==> config.mk <==
export PLATFORM = sky130hd
export DESIGN_NAME = playback_controller
export DESIGN_NICKNAME = d
export VERILOG_FILES = /design/src/rtl/playback_controller_pkg.sv /design/src/rtl/playback_controller_beat_timer.sv /design/src/rtl/playback_controller.sv
export SDC_FILE = /design/constraint.sdc
export NUM_CORES = 1
export LEC_CHECK = 0
export CAP_MARGIN = 20
export CORE_MARGIN = 8
export CORE_UTILIZATION = 63
export DETAILED_ROUTE_END_ITERATION = 16
export GPL_TIMING_DRIVEN = 0
export PLACE_DENSITY = 0.92
export SLEW_MARGIN = 25
export SYNTH_ARGS = -nofsm -noshare
export SYNTH_HDL_FRONTEND = slang
export SYNTH_SLANG_ARGS = --single-unit
==> constraint.sdc <==
create_clock -name clk_i -period 6.6 [get_ports clk_i]
set_input_delay 0.66 -clock clk_i [delete_from_list [all_inputs] [get_ports clk_i]]
set_output_delay 0.66 -clock clk_i [all_outputs]
set_load 0.1 [all_outputs]
==> src/rtl/playback_controller_pkg.sv <==
// Shared encodings for the tone playback sequencer.
package playback_controller_pkg;

   typedef enum logic [1:0] {
      ST_IDLE  = 2'd0,
      ST_PLAY  = 2'd1,
      ST_PAUSE = 2'd2
   } state_e;

   localparam int TEMPO_BW = 2;

endpackage

==> src/rtl/playback_controller_beat_timer.sv <==
// Reloadable beat down-counter; the period is BEAT_CYCLES shifted right by the tempo code.
module beat_timer
   import playback_controller_pkg::*;
#(
   parameter int unsigned     BW          = 24,
   parameter logic [BW-1:0]   BEAT_CYCLES = 24'd2400000,
   parameter logic [BW-1:0]   GAP_CYCLES  = 24'd120000
) (
   input  logic                clk_i,
   input  logic                rst_n_i,
   input  logic                clear_i,
   input  logic                load_i,
   input  logic                en_i,
   input  logic [TEMPO_BW-1:0] tempo_i,
   output logic                tick_o,
   output logic                in_gap_o
);

   logic [BW-1:0] cnt_q;
   logic [BW-1:0] cnt_d;
   logic [BW-1:0] period;

   // Tempo is only looked at when the counter reloads, so a beat in flight keeps its length.
   assign period   = BEAT_CYCLES >> tempo_i;
   assign tick_o   = en_i & (cnt_q == '0);
   assign in_gap_o = cnt_q < GAP_CYCLES;

   always_comb begin
      cnt_d = cnt_q;
      if (clear_i) begin
         cnt_d = '0;
      end else if (load_i) begin
         cnt_d = period - BW'(1);
      end else if (en_i) begin
         cnt_d = (cnt_q == '0) ? period - BW'(1) : cnt_q - BW'(1);
      end
   end

   always_ff @(posedge clk_i or negedge rst_n_i) begin
      if (!rst_n_i) begin
         cnt_q <= '0;
      end else begin
         cnt_q <= cnt_d;
      end
   end

endmodule

==> src/rtl/playback_controller.sv <==
// Controlled note player: steps the notes ROM index by beats and gates the PWM output with mute_o.
module playback_controller
   import playback_controller_pkg::*;
#(
   parameter int unsigned   BW          = 24,
   parameter logic [BW-1:0] BEAT_CYCLES = 24'd2400000,
   parameter logic [BW-1:0] GAP_CYCLES  = 24'd120000,
   parameter int unsigned   IDX_BW      = 6,
   parameter int unsigned   SEQ_LEN     = 64
) (
   input  logic                clk_i,
   input  logic                rst_n_i,
   input  logic                start_i,
   input  logic                stop_i,
   input  logic                pause_i,
   input  logic                loop_i,
   input  logic [1:0]          tempo_i,
   input  logic [1:0]          lenCode_i,
   input  logic                isRest_i,
   output logic [IDX_BW-1:0]   noteIndex_o,
   output logic                mute_o,
   output logic                playing_o,
   output logic                songEnd_o
);

   localparam logic [IDX_BW-1:0] LAST_IDX = IDX_BW'(SEQ_LEN - 1);

   state_e            state_q, state_d;
   logic [IDX_BW-1:0] idx_q, idx_d;
   logic [1:0]        beat_num_q, beat_num_d;
   logic              song_end_q, song_end_d;
   logic              playing_q, playing_d;

   logic timer_clear;
   logic timer_load;
   logic timer_en;
   logic tick;
   logic in_gap;

   // Counting happens in any active cycle without pause, including the cycle that leaves PAUSE.
   assign timer_en = (state_q != ST_IDLE) & ~pause_i & ~stop_i & ~start_i;

   beat_timer #(
      .BW          (BW),
      .BEAT_CYCLES (BEAT_CYCLES),
      .GAP_CYCLES  (GAP_CYCLES)
   ) u_beat_timer (
      .clk_i    (clk_i),
      .rst_n_i  (rst_n_i),
      .clear_i  (timer_clear),
      .load_i   (timer_load),
      .en_i     (timer_en),
      .tempo_i  (tempo_i),
      .tick_o   (tick),
      .in_gap_o (in_gap)
   );

   always_comb begin
      state_d     = state_q;
      idx_d       = idx_q;
      beat_num_d  = beat_num_q;
      song_end_d  = 1'b0;
      timer_clear = 1'b0;
      timer_load  = 1'b0;
      if (stop_i) begin
         state_d     = ST_IDLE;
         idx_d       = '0;
         beat_num_d  = '0;
         timer_clear = 1'b1;
      end else if (start_i) begin
         state_d    = ST_PLAY;
         idx_d      = '0;
         beat_num_d = '0;
         timer_load = 1'b1;
      end else if (state_q != ST_IDLE) begin
         if (pause_i) begin
            state_d = ST_PAUSE;
         end else begin
            state_d = ST_PLAY;
            if (tick) begin
               if (beat_num_q == lenCode_i) begin
                  beat_num_d = '0;
                  if (idx_q == LAST_IDX) begin
                     song_end_d = 1'b1;
                     idx_d      = '0;
                     if (!loop_i) begin
                        state_d     = ST_IDLE;
                        timer_clear = 1'b1;
                     end
                  end else begin
                     idx_d = idx_q + IDX_BW'(1);
                  end
               end else begin
                  beat_num_d = beat_num_q + 2'd1;
               end
            end
         end
      end
      playing_d = (state_d != ST_IDLE);
   end

   always_ff @(posedge clk_i or negedge rst_n_i) begin
      if (!rst_n_i) begin
         state_q    <= ST_IDLE;
         idx_q      <= '0;
         beat_num_q <= '0;
         song_end_q <= 1'b0;
         playing_q  <= 1'b0;
      end else begin
         state_q    <= state_d;
         idx_q      <= idx_d;
         beat_num_q <= beat_num_d;
         song_end_q <= song_end_d;
         playing_q  <= playing_d;
      end
   end

   // The articulation gap covers the tail of the last beat of each note.
   assign mute_o      = (state_q != ST_PLAY) | isRest_i | ((beat_num_q == lenCode_i) & in_gap);
   assign noteIndex_o = idx_q;
   assign playing_o   = playing_q;
   assign songEnd_o   = song_end_q;

endmodule

== After elaboration in Yosys (flattened, before gate mapping) ==
Cells that the tools add are included.

* Bits of input ports: 11
* Register bits: 36
* Output and inout port bits: 9

* Reductions and logical operators: 9
* Order comparisons: 1
* Equal/unequal tests: 4
* Bitwise logic cells: 10
* Multiplexer cells: 42
* $add $sub $neg: 4
* Shifts and indexed selects: 1

{| class="wikitable"
|+ Operator list
! cell !! number
|-
| $mux W24 || 4
|-
| $sub A24 B1 Y24 const B || 2
|-
| $mux W6 || 7
|-
| $logic_not A24 Y1 || 1
|-
| $lt A24 B17 Y1 const B || 1
|-
| $shr A22 B2 Y24 const A || 1
|-
| $mux W1 || 21
|-
| $mux W2 || 10
|-
| $reduce_bool A3 Y1 || 4
|-
| $add A6 B1 Y6 const B || 1
|-
| $eq A6 B6 Y1 const B || 1
|-
| $and A1 B1 Y1 || 5
|-
| $reduce_and A4 Y1 || 1
|-
| $reduce_bool A2 Y1 || 2
|-
| $ne A3 B3 Y1 const B || 1
|-
| $not A1 Y1 || 3
|-
| $reduce_and A3 Y1 || 1
|-
| $add A2 B1 Y2 const B || 1
|-
| $eq A2 B2 Y1 || 1
|-
| $ne A2 B1 Y1 const B || 1
|-
| $or A1 B1 Y1 || 2
|}

== Logic depth before layout (Yosys ltp) ==
Gate-level depths: netlist of run 1.

* Word-level depth: 11
* Gate-level depth with buffers: 9
* Mapped depth without buffers: 8

== By module ==
A second synthesis of run 1 with hierarchy kept.

* Cells, all modules: 274
* Area total of the unflattened synthesis: 2429.8 µm²

{| class="wikitable"
|+ By module, submodules not included
! module !! times used !! cells each !! area an instance (µm²)
|-
| beat_timer || 1 || 201 || 1767.9
|-
| playback_controller || 1 || 73 || 661.9
|}

== Least setup slack after synthesis of run 1 ==
OpenSTA, ideal clock, no wires.

* Path kind: register to output
* From: register u_beat_timer.cnt_q[18]
* To: output port mute_o
* Cell stages (with the launch flop): 6
* Arrival: 2033 ps
* Slack: 3907 ps
* Path buffers: 0
* Cell sequence: dfrtp_1 > nor4_1 > nand2b_1 > nor4_1 > o21ai_0 > nand3_1

* Longest elaborated chain between the ends: 3

{| class="wikitable"
|+ RTL lines
! item !! RTL line !! source
|-
| start: declaration || playback_controller_beat_timer.sv:19 || <nowiki>logic [BW-1:0] cnt_q;</nowiki>
|-
| start signal: assignment || playback_controller_beat_timer.sv:43 || <nowiki>cnt_q <= cnt_d;</nowiki>
|-
| $lt A24 B17 Y1 || playback_controller_beat_timer.sv:26 || <nowiki>assign in_gap_o = cnt_q < GAP_CYCLES;</nowiki>
|-
| $and A1 B1 Y1 || playback_controller.sv:119 || <nowiki>assign mute_o = (state_q != ST_PLAY) | isRest_i | ((beat_num_q == lenCode_i) & in_gap);</nowiki>
|-
| $or A1 B1 Y1 || playback_controller.sv:119 ||
|-
| end: declaration || playback_controller.sv:21 || <nowiki>output logic mute_o,</nowiki>
|}

Every way passes these cells.

== Worst setup path in the final report of run 1 ==
Ends and elaborated chain as after synthesis.

==> results of run 1 <==
-- cell usage after synthesis, drive strengths merged, types with 2 or more instances --
master,n,area (µm²)
or4,3,30.0
or3,6,37.5
nand3,15,75.1
nor3b,4,30.0
clkbuf,10,37.5
o311ai,2,17.5
nand4,9,68.8
a32o,3,30.0
nand2,37,139
nor2,23,88.8
buf,5,30.0
or2,3,18.8
o41ai,3,26.3
nand2b,7,43.8
o21ai,17,96.4
nor3,8,40.0
ha,11,138
mux2i,3,30.0
and2,3,18.8
xnor2,4,35.0
a211o,2,17.5
o211ai,7,52.6
dfrtp,36,901
o22ai,5,31.3
and3,3,18.8
nand3b,2,15.0
a22oi,2,15.0
nor4,17,134
nor2b,2,12.5
a31oi,4,25.0
a21oi,17,92.6
o221ai,5,43.8
inv,9,33.8
-- routing by layer --
layer | global-route usage | vias up
met5 | 0 | -
met4 | 0.0696 | 0
met3 | 0.0547 | 14
met2 | 0.411 | 164
met1 | 0.365 | 1315
li1 | - | 1232
-- critical path, stage by stage, from the launching register on --
cell	delay (ps)
sky130_fd_sc_hd__dfrtp_1	460
sky130_fd_sc_hd__nor4_1	620
sky130_fd_sc_hd__nand2b_1	230
sky130_fd_sc_hd__nor4_1	430
sky130_fd_sc_hd__o21ai_0	180
sky130_fd_sc_hd__nand3_1	110
sky130_fd_sc_hd__clkdlybuf4s50_1	1130
-- state kept, by name, indices dropped and copies added (netlist names) --
register	cells
beat_num_q	2
noteIndex_o	6
playing_o	1
songEnd_o	1
state_q	2
u_beat_timer.cnt_q	24
-- metrics by stage --
step                worst slack (ps)   util
CTS                             2660  0.752
detailed placement              2680  0.725
finish                          2490  0.752
global placement                2700  0.717
floorplan                       3910      -
global route                    2360  0.752
-- power by group --
| group | internal (mW) | leakage, nW | switching, mW |
|---|---|---|---|
| logic | 0.0538 | 0.633 | 0.104 |
| registers | 0.231 | 0.485 | 0.0145 |
| clock network | 0.112 | 0.0541 | 0.0871 |
| total | 0.397 | 1.17 | 0.206 |
-- worst paths after layout --
kind	startpoint	endpoint	cells after the start
max	u_beat_timer.cnt_q[18]	mute_o	6
min	rst_n_i	u_beat_timer.cnt_q[8]	1
max reg2reg	u_beat_timer.cnt_q[4]	noteIndex_o[5]	6
min reg2reg	noteIndex_o[5]	noteIndex_o[5]	1
max in group asynchronous	rst_n_i	noteIndex_o[4]	2
min in group clk_i	noteIndex_o[5]	noteIndex_o[5]	1
-- cell families after synthesis --
family	after synthesis	share of synthesized area
fa+ha+maj	11	0.0522
xor+xnor	4	0.0133
mux	4	0.0157
flops	36	0.342
compound gates	82	0.219
simple gates	148	0.320
buf+inv	24	0.0384
-- cell usage in the layout, fill, tap and decap left out, types with 4 or more instances in the layout --
master | Yosys | final
sky130_fd_sc_hd__clkdlybuf4s50_1 | 0 | 18
sky130_fd_sc_hd__a31oi_1 | 4 | 4
sky130_fd_sc_hd__xnor2_1 | 4 | 4
sky130_fd_sc_hd__nand2b_1 | 7 | 7
sky130_fd_sc_hd__nand4_1 | 7 | 7
sky130_fd_sc_hd__o22ai_1 | 5 | 5
sky130_fd_sc_hd__or3_1 | 6 | 6
sky130_fd_sc_hd__nor4_1 | 14 | 13
sky130_fd_sc_hd__inv_1 | 8 | 8
sky130_fd_sc_hd__nand2_1 | 37 | 37
sky130_fd_sc_hd__ha_1 | 11 | 11
sky130_fd_sc_hd__a21oi_1 | 15 | 15
sky130_fd_sc_hd__nor3b_1 | 4 | 4
sky130_fd_sc_hd__clkbuf_1 | 10 | 10
sky130_fd_sc_hd__buf_2 | 3 | 4
sky130_fd_sc_hd__o221ai_1 | 5 | 5
sky130_fd_sc_hd__o21ai_0 | 16 | 16
sky130_fd_sc_hd__nand3_1 | 15 | 15
sky130_fd_sc_hd__nor3_1 | 8 | 8
sky130_fd_sc_hd__clkbuf_8 | 0 | 5
sky130_fd_sc_hd__dfrtp_1 | 36 | 36
sky130_fd_sc_hd__o211ai_1 | 7 | 7
sky130_fd_sc_hd__nor2_1 | 22 | 22
-- final cells by class --
| class | count | area, µm² | area share |
|---|---|---|---|
| multi-input cells | 249 | 1640 | 0.542 |
| flip-flops and latches | 36 | 901 | 0.297 |
| repair buffers | 20 | 213 | 0.0702 |
| clock buffers | 5 | 68.8 | 0.0227 |
| plain buffers | 15 | 67.6 | 0.0223 |
| well taps | 50 | 62.6 | 0.0206 |
| clock inverters | 3 | 42.5 | 0.0140 |
| inverters | 9 | 33.8 | 0.0111 |
==> impl_metrics.py, run 1 <==
metrics = {
    "setup_path": {
        "r2r_slack_ps": 3960,
        "timing.critical_path.to_type": "output pin",
        "criticalPathCategory": "reg -> out",
        "critPathMaxFanout": 7,
        "crit_arrival_ps": 3450,
        "worst-endpoint-required_ps": 5940,
        "sort_of_element_at_the_start_of_the_critical_path": "flop",
    },
    "global_routing": {
        "global_route.overflow_total": 0,
        "grt_antenna_before_repair": 0,
        "grt_first_pass_wirelength_um": 13500,
        "grt_use_total": 0.265,
        "maximum_number_of_pins_on_one_net_before_global_route_repair": 20,
        "grt_pass1_vias": 2563,
    },
    "floorplanning": {
        "floorplan.io_pins": 20,
        "placementRows": 23,
        "floorplan.core_area_um2": 4030,
        "die_area_um2": 6510,
        "floorplan.initialDensity": 0.655,
        "die_h_um": 80.7,
        "die_x_um": 80.7,
    },
    "final_layout": {
        "area_growth_syn_to_layout_pct": 14.9,
        "final_nets": 358,
        "post_layout_nonfiller_instances": 387,
        "antenna_cells": 0,
        "post_route_standard_cell_area_excluding_fillers_um2": 3030,
        "drive_above_1_share": 0.104,
        "nFillCells": 301,
    },
    "routing": {
        "met2_length_um": 3890,
        "number_of_nets_with_antenna_violations_after_routing": 0,
        "detail_route.wl_per_cell_um": 21.2,
        "route.layer.met1.wl_um": 3330,
        "topRoutingLayerUsed": "met4",
        "via_count": 2725,
        "drc": 0,
        "vias_per_cell": 7.04,
        "routed-wl-met3_um": 892,
        "first_pass_iters": 5,
        "initialDrtViolationCount": 393,
        "drt-total-wl_um": 8220,
    },
    "cts": {
        "clkTransAtPathRegs_ps": 80,
        "clock_tree.htree_level_count": 2,
        "holdBufCountCts": 0,
        "cts_root_buffer": "sky130_fd_sc_hd__clkbuf_8",
        "cts_sinks": 36,
        "number_of_post_cts_setup_repair_buffers": 0,
        "postCtsResizedCells": 0,
        "cts-buffers-inserted": 5,
        "tritoncts": "yes",
        "clkLatencyLatePin_ps": 290,
        "cts-root-to-sink-buffers": 2,
    },
    "placement": {
        "dpl_cell_area_um2": 2920,
        "numPortBuffers": 19,
        "post-dp-hpwl_um": 6080,
        "place_congestion": 0.966,
        "numPlacedInstances": 379,
    },
    "logic_synthesis": {
        "synthDistinctLibCells": 66,
        "yosysSeqAreaShare": 0.342,
        "synth_ff_type": "sky130_fd_sc_hd__dfrtp_1",
        "synth-async-reset-ratio": 1.00,
        "synth_area_um2": 2640,
        "syn_inst": 309,
        "post_synth.cell_area_avg_um2": 8.54,
        "yosysWarnings": 0,
        "synth_seq_cells": 36,
        "synth-edff-count": 0,
        "postSynthNetCount": 331,
    },
    "power": {
        "pwrdens_nw_per_um2": 199,
        "power.ir.vdd_worst_v": 0.000144,
        "fin_total_pwr_uw": 603,
        "p_leak_nw": 1.17,
    },
    "sta": {
        "worst_clock_skew_ps": 9.91,
        "tightest_slew_margin_relative_to_the_limit": 0.329,
        "report.final.slew_viol_count": 0,
        "grt_setup_unrepaired": "no",
        "fin_setup_tns_ps": 0,
        "number_of_failing_setup_endpoints_in_the_final_timing_report": 0,
        "timing_hold_violations_final": 0,
        "maxClockFrequency_mhz": 243,
        "worst_hold_slack_ps": 302,
        "post-route-min-period_ps": 4110,
        "final.period_utilization": 0.623,
        "tightest_slew_ps": 1000,
    },
    "worst_hold_path": {
        "hp-class": "in -> async",
    },
    "status": {
        "run_status": "finished clean",
    },
    "run": {
        "cap_violations": 0,
    },
}
No activity file was read; power rests on OpenSTA's default activity.
==> run 2, diff against run 1 <==
- CORE_UTILIZATION: 63 -> 53
- PLACE_DENSITY: 0.92 -> 0.83
- clock period: 6.6 -> 3.7 ns (I/O delays scaled with it)
==> run 2 against run 1 <==
  * The flow now finishes with violations (negative hold slack)
  * Utilization shrank 12 points
  * Largest cell class unchanged
  * Non-clock buffer count is the same
  * Register-to-register slack lost 3000 ps
  * Worst setup slack lost 2000 ps
  * Sequential share of layout area grew 0.099 points
  * Highest routed layer unchanged
  * Hold slack lost 310 ps
==> impl_metrics.py, run 2 (synthesized netlist as in run 1, its figures left out) <==
metrics = {
    "sta": {
        "final_critical_path_setup_slack_ps": 513,
        "report.final.slew_viol_count": 0,
        "timing_hold_violations_final": 3,
        "grt_setup_unrepaired": "no",
        "worst_clock_skew_ps": 6.81,
        "final.period_utilization": 0.861,
        "fin_setup_tns_ps": 0,
        "post-route-min-period_ps": 3190,
        "tightest_slew_ps": 983,
        "maxClockFrequency_mhz": 314,
        "number_of_failing_setup_endpoints_in_the_final_timing_report": 0,
        "worst_hold_slack_ps": -6.32,
        "tightest_slew_margin_relative_to_the_limit": 0.343,
    },
    "placement": {
        "place_congestion": 0.963,
        "post-dp-hpwl_um": 5930,
        "dp_worst_setup_slack_ps": 460,
        "numPlacedInstances": 396,
        "numPortBuffers": 19,
    },
    "final_layout": {
        "leading_cell_type_in_the_layout_fill_and_taps_excluded": "sky130_fd_sc_hd__nand2_1",
        "nFillCells": 422,
        "post_layout_nonfiller_instances": 403,
        "antenna_cells": 0,
        "most-common-layout-cells": "sky130_fd_sc_hd__nand2_1, sky130_fd_sc_hd__dfrtp_1, sky130_fd_sc_hd__nor2_1, sky130_fd_sc_hd__clkdlybuf4s50_1, sky130_fd_sc_hd__o21ai_0",
        "drive_above_1_share": 0.0982,
        "largest_reg_flops": 24,
        "area_of_the_multi_input_gates_um2": 1640,
        "regMostFlops": "u_beat_timer.cnt_q",
        "ff_latch_area_um2": 901,
        "final_nets": 358,
        "area_growth_syn_to_layout_pct": 14.5,
    },
    "power": {
        "power.sequential.fraction": 0.444,
        "pwrdens_nw_per_um2": 327,
        "p_sw_frac": 0.355,
        "power.ir.vdd_worst_v": 0.000258,
        "p_leak_nw": 1.16,
        "share_comb_of_total_power": 0.283,
        "clkPwrFrac": 0.273,
        "internal_power_uw": 637,
        "power_switching_uw": 350,
    },
    "cts": {
        "cts-buffers-inserted": 5,
        "cts_root_buffer": "sky130_fd_sc_hd__clkbuf_8",
        "cts-root-to-sink-buffers": 2,
        "clock_tree.htree_level_count": 2,
        "tritoncts": "yes",
        "clkTransAtPathRegs_ps": 70,
        "clkLatencyLatePin_ps": 290,
        "cts_sinks": 36,
    },
    "setup_path": {
        "worst-endpoint-required_ps": 3330,
        "criticalPathCategory": "reg -> out",
        "timing.critical_path.to_type": "output pin",
        "critPathMaxFanout": 7,
        "crit_arrival_ps": 2820,
        "sort_of_element_at_the_start_of_the_critical_path": "flop",
    },
    "floorplanning": {
        "floorplan.initialDensity": 0.555,
        "die_area_um2": 7490,
        "floorplan.io_pins": 20,
        "die_h_um": 86.5,
        "floorplan.core_area_um2": 4750,
        "placementRows": 25,
        "die_x_um": 86.5,
    },
    "routing": {
        "via_count": 2734,
        "number_of_nets_with_antenna_violations_after_routing": 0,
        "route.layer.met1.wl_um": 3610,
        "drc": 0,
        "routed-wl-met3_um": 612,
        "drt-total-wl_um": 8110,
        "topRoutingLayerUsed": "met4",
        "first_pass_iters": 6,
        "met2_length_um": 3650,
        "detail_route.wl_per_cell_um": 20.1,
        "initialDrtViolationCount": 345,
        "vias_per_cell": 6.78,
    },
    "status": {
        "run_status": "finished with violations",
        "failing_checks": "negative hold slack",
    },
    "global_routing": {
        "grt_antenna_before_repair": 0,
        "grt_pass1_vias": 2584,
        "global_route.overflow_total": 0,
        "grt_first_pass_wirelength_um": 13300,
        "maximum_number_of_pins_on_one_net_before_global_route_repair": 23,
        "grt_use_total": 0.225,
    },
    "worst_hold_path": {
        "hp-class": "in -> async",
    },
    "run": {
        "cap_violations": 0,
    },
}
## run 2: worst paths after layout
path | start | to | slack, ps | cells past startpoint
min reg2reg | noteIndex_o[5] | noteIndex_o[5] | 550 | 1
min in group clk_i | noteIndex_o[5] | noteIndex_o[5] | 550 | 1
max in group asynchronous | rst_n_i | u_beat_timer.cnt_q[18] | 3260 | 2
min | rst_n_i | u_beat_timer.cnt_q[12] | -6 | 1
max reg2reg | u_beat_timer.cnt_q[4] | noteIndex_o[5] | 990 | 6
max | u_beat_timer.cnt_q[18] | mute_o | 510 | 6
## run 2: per-stage QoR
step | instance area (µm²) | power (mW) | utilization
finish | 3020 | 0.988 | 0.635
global route | 3020 | 1.03 | 0.635
global placement | 2910 | 0.707 | 0.612
floorplan | 2640 | 0.626 | -
CTS | 3020 | 0.983 | 0.635
detailed placement | 2940 | 0.716 | 0.618
## run 2: cell type report
class / instances / share of cell area
Multi-Input combinational cell: 249 / 0.543
Clock buffer: 6 / 0.0240
Sequential cell: 36 / 0.298
Tap cell: 67 / 0.0278
Timing Repair Buffer: 20 / 0.0713
Clock inverter: 1 / 0.00166
Buffer: 15 / 0.0224
Inverter: 9 / 0.0112
## run 2: critical path, stage by stage, from the launching register on
cell and delay (ps):
sky130_fd_sc_hd__dfrtp_1 460, sky130_fd_sc_hd__nor4_1 590, sky130_fd_sc_hd__nand2b_1 200, sky130_fd_sc_hd__nor4_1 290, sky130_fd_sc_hd__o21ai_0 140, sky130_fd_sc_hd__nand3_1 90, sky130_fd_sc_hd__dlymetal6s2s_1 740
## run 2: repair_timing
action,in CTS,in global routing
gates resized for setup,0,1
setup buffers,0,0
hold buffers,0,0
setup endpoints to repair,0,1
## run 2: layer usage
metal,vias to the layer above,track usage
met1,1314,0.304
met5,-,0
met3,29,0.0435
met4,0,0.0923
met2,166,0.342
li1,1225,-
## run 2: power groups by stage
stage / Combinational [mW] / Sequential (mW) / Clock, mW
finish: 0.280 / 0.439 / 0.269
global route: 0.302 / 0.441 / 0.287
CTS: 0.273 / 0.437 / 0.272
detailed placement: 0.272 / 0.444 / 0
global placement: 0.264 / 0.443 / 0
floorplan: 0.180 / 0.445 / 0
==> variant 1 (flow settings as in run 1) <==
Encoding of `state_e`: now one-hot (3 bits for 3 states).
--- a/src/rtl/playback_controller_pkg.sv
+++ b/src/rtl/playback_controller_pkg.sv
@@ -2,8 +2,8 @@
 package playback_controller_pkg;
 
-   typedef enum logic [1:0] {
-      ST_IDLE  = 2'd0,
-      ST_PLAY  = 2'd1,
-      ST_PAUSE = 2'd2
+   typedef enum logic [2:0] {
+      ST_IDLE  = 3'b001,
+      ST_PLAY  = 3'b010,
+      ST_PAUSE = 3'b100
    } state_e;
 
Check against the original RTL: no difference found for any inputs over 10 cycles, from zero or initial values and one cycle with rst_n_i low; not proved beyond that.
==> variant 1 against run 1 <==
Sequential share of layout area rose by 1.2 points. Sequential cell count rose by 1. Via count fell by 3.8%. Total power rose by 0.53%. Synthesized area fell by 0.19%. Setup slack improved by 270 ps. Utilization fell by 0.30 points. Design area fell by 1.1%. Routed wire length fell by 9.7%. Largest cell class unchanged.
==> variant 1: results (changes against run 1) <==
status = finished clean
first-pass GRT wire length = 12190 um (-9.6%)
count of unique library cells instantiated by Yosys = 63 (-4.5%)
Synth area leaders = dfrtp_1 (34%), ha_1 (5.2%), a21oi_1 (3.6%), o21ai_0 (3.6%), nand2_1 (3.6%)
Slew Limit Fails = 0 (unchanged)
sequential area share after synthesis = 35.22% (+1.1 points)
Worst Path Class, Setup = in2out
worst flop-to-flop path endpoint = u_beat_timer.cnt_q[6]
# resized after CTS = 0 (unchanged)
Crit Path Max Fanout = 5 (-2)
First DRT Iteration DRCs = 273 (-31%)
R2R setup slack = 3730 ps (-230 ps)
peak supply drop = 135.9 uV (-5.5%)
Worst R2R Start = u_beat_timer.cnt_q[8]
Filler cells = 307 (+2.0%)
GPL Wtd Cong = 0.9208 (-4.7%)
maximum clock path buffer count = 2 (unchanged)
P_leak = 1.195 nW (+2.0%)
Synthesized Nets = 325 (-1.8%)
Min-Delay Path Class = in2async
Buffers on Ports = 19 (unchanged)
clk_skew = 7.856 ps (-2.050 ps)
critical path data arrival time = 3180 ps (-270 ps)
worst hold margin = 292.1 ps (-9.965 ps)
vias in the first global route = 2436 (-5.0%)
vias after detailed routing = 2622 (-3.8%)
cell count of the worst reg-to-reg path = 5 (-1)
fin nets = 352 (-1.7%)
slew of the pin with the lowest slew margin = 975.2 ps (-27.69 ps)
post-detail-place hpwl = 5543 um (-8.8%)
GRT Resource Usage Total = 24.09% (-2.4 points)
post-CTS setup buffers = 0 (unchanged)
Routed WL = 7422 um (-9.7%)
largest net degree at the start of global routing = 24 (+20%)
CP startpoint = lenCode_i[1]
Synth top cells by count = dfrtp_1 (36), nand2_1 (25), nor2_1 (22)
layout cells sized above 1 = 9.063% (-1.3 points)
variant 1: final cells by class:
type | count | area share (%)
plain buffers | 11 | 1.461
clock buffers | 6 | 2.422
clock inverters | 2 | 0.3340
inverters | 13 | 1.628
multi-input cells | 242 | 54.03
flip-flops and latches | 37 | 30.94
well taps | 50 | 2.088
repair buffers | 20 | 7.098
variant 1: through the flow:
stage / power [mW] / setup WS (ps) / instance area [um^2] / utilization, % / instances
2_1_floorplan: 0.3947 / 2600 / 2633 / - / 303
3_3_place_gp: 0.4460 / 2814 / 2885 / 72.13 / 372
3_5_place_dp: 0.4521 / 2758 / 2914 / 72.85 / 373
4_1_cts: 0.6034 / 2751 / 2997 / 74.91 / 381
5_1_grt: 0.6409 / 2640 / 2997 / 74.91 / 381
6_report: 0.6059 / 2761 / 2997 / 74.91 / 381
variant 1: cells by family after synthesis:
kind of cell | count (synthesis) | share of synthesized area [%]
AO/OA/AOI/OAI | 88 | 23.15
XOR/XNOR | 5 | 1.664
adder cells (fa/ha/maj) | 11 | 5.228
buffers and inverters | 24 | 3.517
flip-flops | 37 | 35.22
multiplexers | 5 | 1.901
AND/OR/NAND/NOR | 133 | 29.33
variant 1: power breakdown:
group	internal, mW	switching [mW]
Combinational	0.0656	0.119
Clock	0.0732	0.0789
Sequential	0.245	0.0246
variant 1: layer usage:
layer  up-vias  GRT usage (%)  routed length [um]
met1      1220          31.76                2968
li1       1219              -                   -
met2       167          38.25                3590
met3        16          4.911                 734
met4         0          7.818                 129
met5         -              0                   0
variant 1: critical path: stages:
cell and delay [ps]:
clkdlybuf4s50_1 410, xor2_1 180, nor2_1 430, nand3_1 170
o21ai_0 170, clkdlybuf4s50_1 1150
==> variant 2 (flow settings as in run 1) <==
Made on the original files. `BW` is set to 24 in 2 places; all go to 32.
--- a/src/rtl/playback_controller_beat_timer.sv
+++ b/src/rtl/playback_controller_beat_timer.sv
@@ -3,5 +3,5 @@
    import playback_controller_pkg::*;
 #(
-   parameter int unsigned     BW          = 24,
+   parameter int unsigned     BW          = 32,
    parameter logic [BW-1:0]   BEAT_CYCLES = 24'd2400000,
    parameter logic [BW-1:0]   GAP_CYCLES  = 24'd120000
--- a/src/rtl/playback_controller.sv
+++ b/src/rtl/playback_controller.sv
@@ -3,5 +3,5 @@
    import playback_controller_pkg::*;
 #(
-   parameter int unsigned   BW          = 24,
+   parameter int unsigned   BW          = 32,
    parameter logic [BW-1:0] BEAT_CYCLES = 24'd2400000,
    parameter logic [BW-1:0] GAP_CYCLES  = 24'd120000,
Check against the original RTL: no difference found for any inputs over 10 cycles, from zero or initial values and one cycle with rst_n_i low; that may be too few to reach the edited logic, so the function may still have changed.
==> variant 2 against run 1 <==
Design area increased by 8.1%. First-iteration DRC count decreased by 6.1%. Fmax increased by 4.3%. Sequential cell count increased by 8. Via count increased by 6.7%. Sequential share of layout area increased by 3.9 points. Setup slack improved by 170 ps. Routed wire length decreased by 5.2%. Utilization decreased by 1.0 points. Synthesized area increased by 10%. Critical path type unchanged. Critical endpoint unchanged.
Power is not compared: it rests on default switching activity, and its combinational part moved more than twofold at a synthesized area within 25%.
==> variant 2: results (changes against run 1) <==
initial antenna violation count = 0 (unchanged)
First DRT Iteration DRCs = 369 (-6.1%)
Crit Path Max Fanout = 9 (+2)
slew of the pin with the lowest slew margin = 980.5 ps (-22.40 ps)
CP max stage cell = clkdlybuf4s50_1
max FFs per register = 32 (+33%)
CTS Buf Count = 5 (unchanged)
largest net degree at the start of global routing = 24 (+20%)
count of unique library cells instantiated by Yosys = 54 (-18%)
Switching Fraction = 41.40%
status = finished clean
Post-synth EDFFs = 0 (unchanged)
# resized after CTS = 0 (unchanged)
Placed Area = 0.003184 mm^2 (+9.1%)
P_leak = 1.354 nW
Synth area leaders = dfrtp_1 (38%), o21ai_0 (6.5%), nand2_1 (5.2%), ha_1 (4.7%), nor2_1 (3.9%)
sequential area share after synthesis = 37.88% (+3.7 points)
peak supply drop = 181.5 uV
routed len/inst = 18.46 um (-13%)
layout cells sized above 1 = 7.838% (-2.5 points)
worst hold margin = 334.6 ps (+32.50 ps)
critical path data arrival time = 3280 ps (-170 ps)
crit-path max cell delay = 1220 ps (+90 ps)
vias in the first global route = 2767 (+8.0%)
fin nets = 391 (+9.2%)
# placed instances = 414 (+9.2%)
clk_skew = 8.479 ps (-1.426 ps)
htree depth = 2 (unchanged)
Syn. warnings = 0 (unchanged)
cell count of the worst reg-to-reg path = 7 (+1)
Avg Cell Area, Syn = 8.499 um^2 (-0.43%)
Synth async-reset ratio = 100.0% (unchanged)
Routed WL = 7792 um (-5.2%)
worst skew pair latency = 310 ps (+20 ps)
GRT Resource Usage Total = 22.28% (-4.2 points)
GPL Wtd Cong = 0.9462 (-2.1%)
worst flop-to-flop path endpoint = u_beat_timer.cnt_q[6]
first-pass GRT wire length = 13120 um (-2.7%)
clk root buf = clkbuf_8
Synthesized Nets = 364 (+10%)
Antenna diodes = 0 (unchanged)
routed vias/inst = 6.891 (-2.1%)
post-detail-place hpwl = 5601 um (-7.8%)
Worst R2R Start = u_beat_timer.cnt_q[28]
first-pass iteration count of the detailed router = 5 (unchanged)
R2R setup slack = 3960 ps (about the same)
clock slew seen by the registers of the worst setup and hold paths = 80 ps (about the same)
Buffers on Ports = 19 (unchanged)
Synth top cells by count = dfrtp_1 (44), nand2_1 (40), o21ai_0 (38)
-- variant 2: changes by cell type after synthesis, sizes merged, moves of 4 or more --
cell | run 1 | this run
o21ai | 17 | 38
dfrtp | 36 | 44
nor2 | 23 | 30
nand3 | 15 | 21
nand2b | 7 | 2
o221ai | 5 | 0
a21oi | 17 | 21
nor3b | 4 | 0
o22ai | 5 | 1
-- variant 2: area by class of cell --
class / count / area [um^2]
Timing Repair Buffer: 20 / 212.7
Fill cell: 315 / 1140
Multi-Input combinational cell: 272 / 1694
Tap cell: 52 / 65.06
Buffer: 15 / 70.07
Sequential cell: 44 / 1101
Inverter: 11 / 41.29
Clock buffer: 8 / 90.09
-- variant 2: worst max-delay path, delay by kind of cell, from the launching register on --
kind            cells  cell delay (ps)
simple gates        2              830
flops               1              430
buf+inv             1             1220
compound gates      1              490
-- variant 2: stage by stage --
step | power, mW | utilization [%] | setup WS [ps]
after floorplan | 0.5680 | - | 1301
after global placement | 0.6415 | 71.63 | 2777
after detailed placement | 0.6544 | 72.14 | 2771
after CTS | 0.8306 | 74.18 | 2706
after global routing | 0.8861 | 74.18 | 2513
final | 0.8386 | 74.18 | 2656
-- variant 2: kinds of logic after synthesis --
| logic type | Yosys count | share of synthesized area [%] |
|---|---|---|
| AND/OR/NAND/NOR | 157 | 30.82 |
| flip-flops | 44 | 37.88 |
| AO/OA/AOI/OAI | 99 | 21.22 |
| adder cells (fa/ha/maj) | 11 | 4.735 |
| buffers and inverters | 26 | 3.831 |
| XOR/XNOR | 5 | 1.507 |
-- variant 2: power by group through the flow --
stage               sequential [mW]  combinational, mW  clock [mW]
floorplan                     0.326              0.242           0
global placement              0.328              0.314           0
detailed placement            0.330              0.325           0
CTS                           0.324              0.326       0.180
global route                  0.329              0.367       0.189
finish                        0.325              0.336       0.177
-- variant 2: per-layer routing --
layer	track usage, %	vias up	share of wire (%)
li1	-	1334	-
met1	29.17	1376	43
met2	33.68	178	47
met3	4.980	20	8.3
met4	10.83	0	2.1
met5	0	-	0
-- variant 2: worst max path at each step --
stage,from,end,slack (ps),depth (start not counted)
final,u_beat_timer.cnt_q[28],mute_o,2660,4
after global routing,u_beat_timer.cnt_q[28],mute_o,2510,4
after CTS,u_beat_timer.cnt_q[20],mute_o,2710,4
after detailed placement,lenCode_i[0],mute_o,2770,6
after global placement,lenCode_i[1],mute_o,2780,6
after floorplan,u_beat_timer.cnt_q[28],mute_o,1300,3
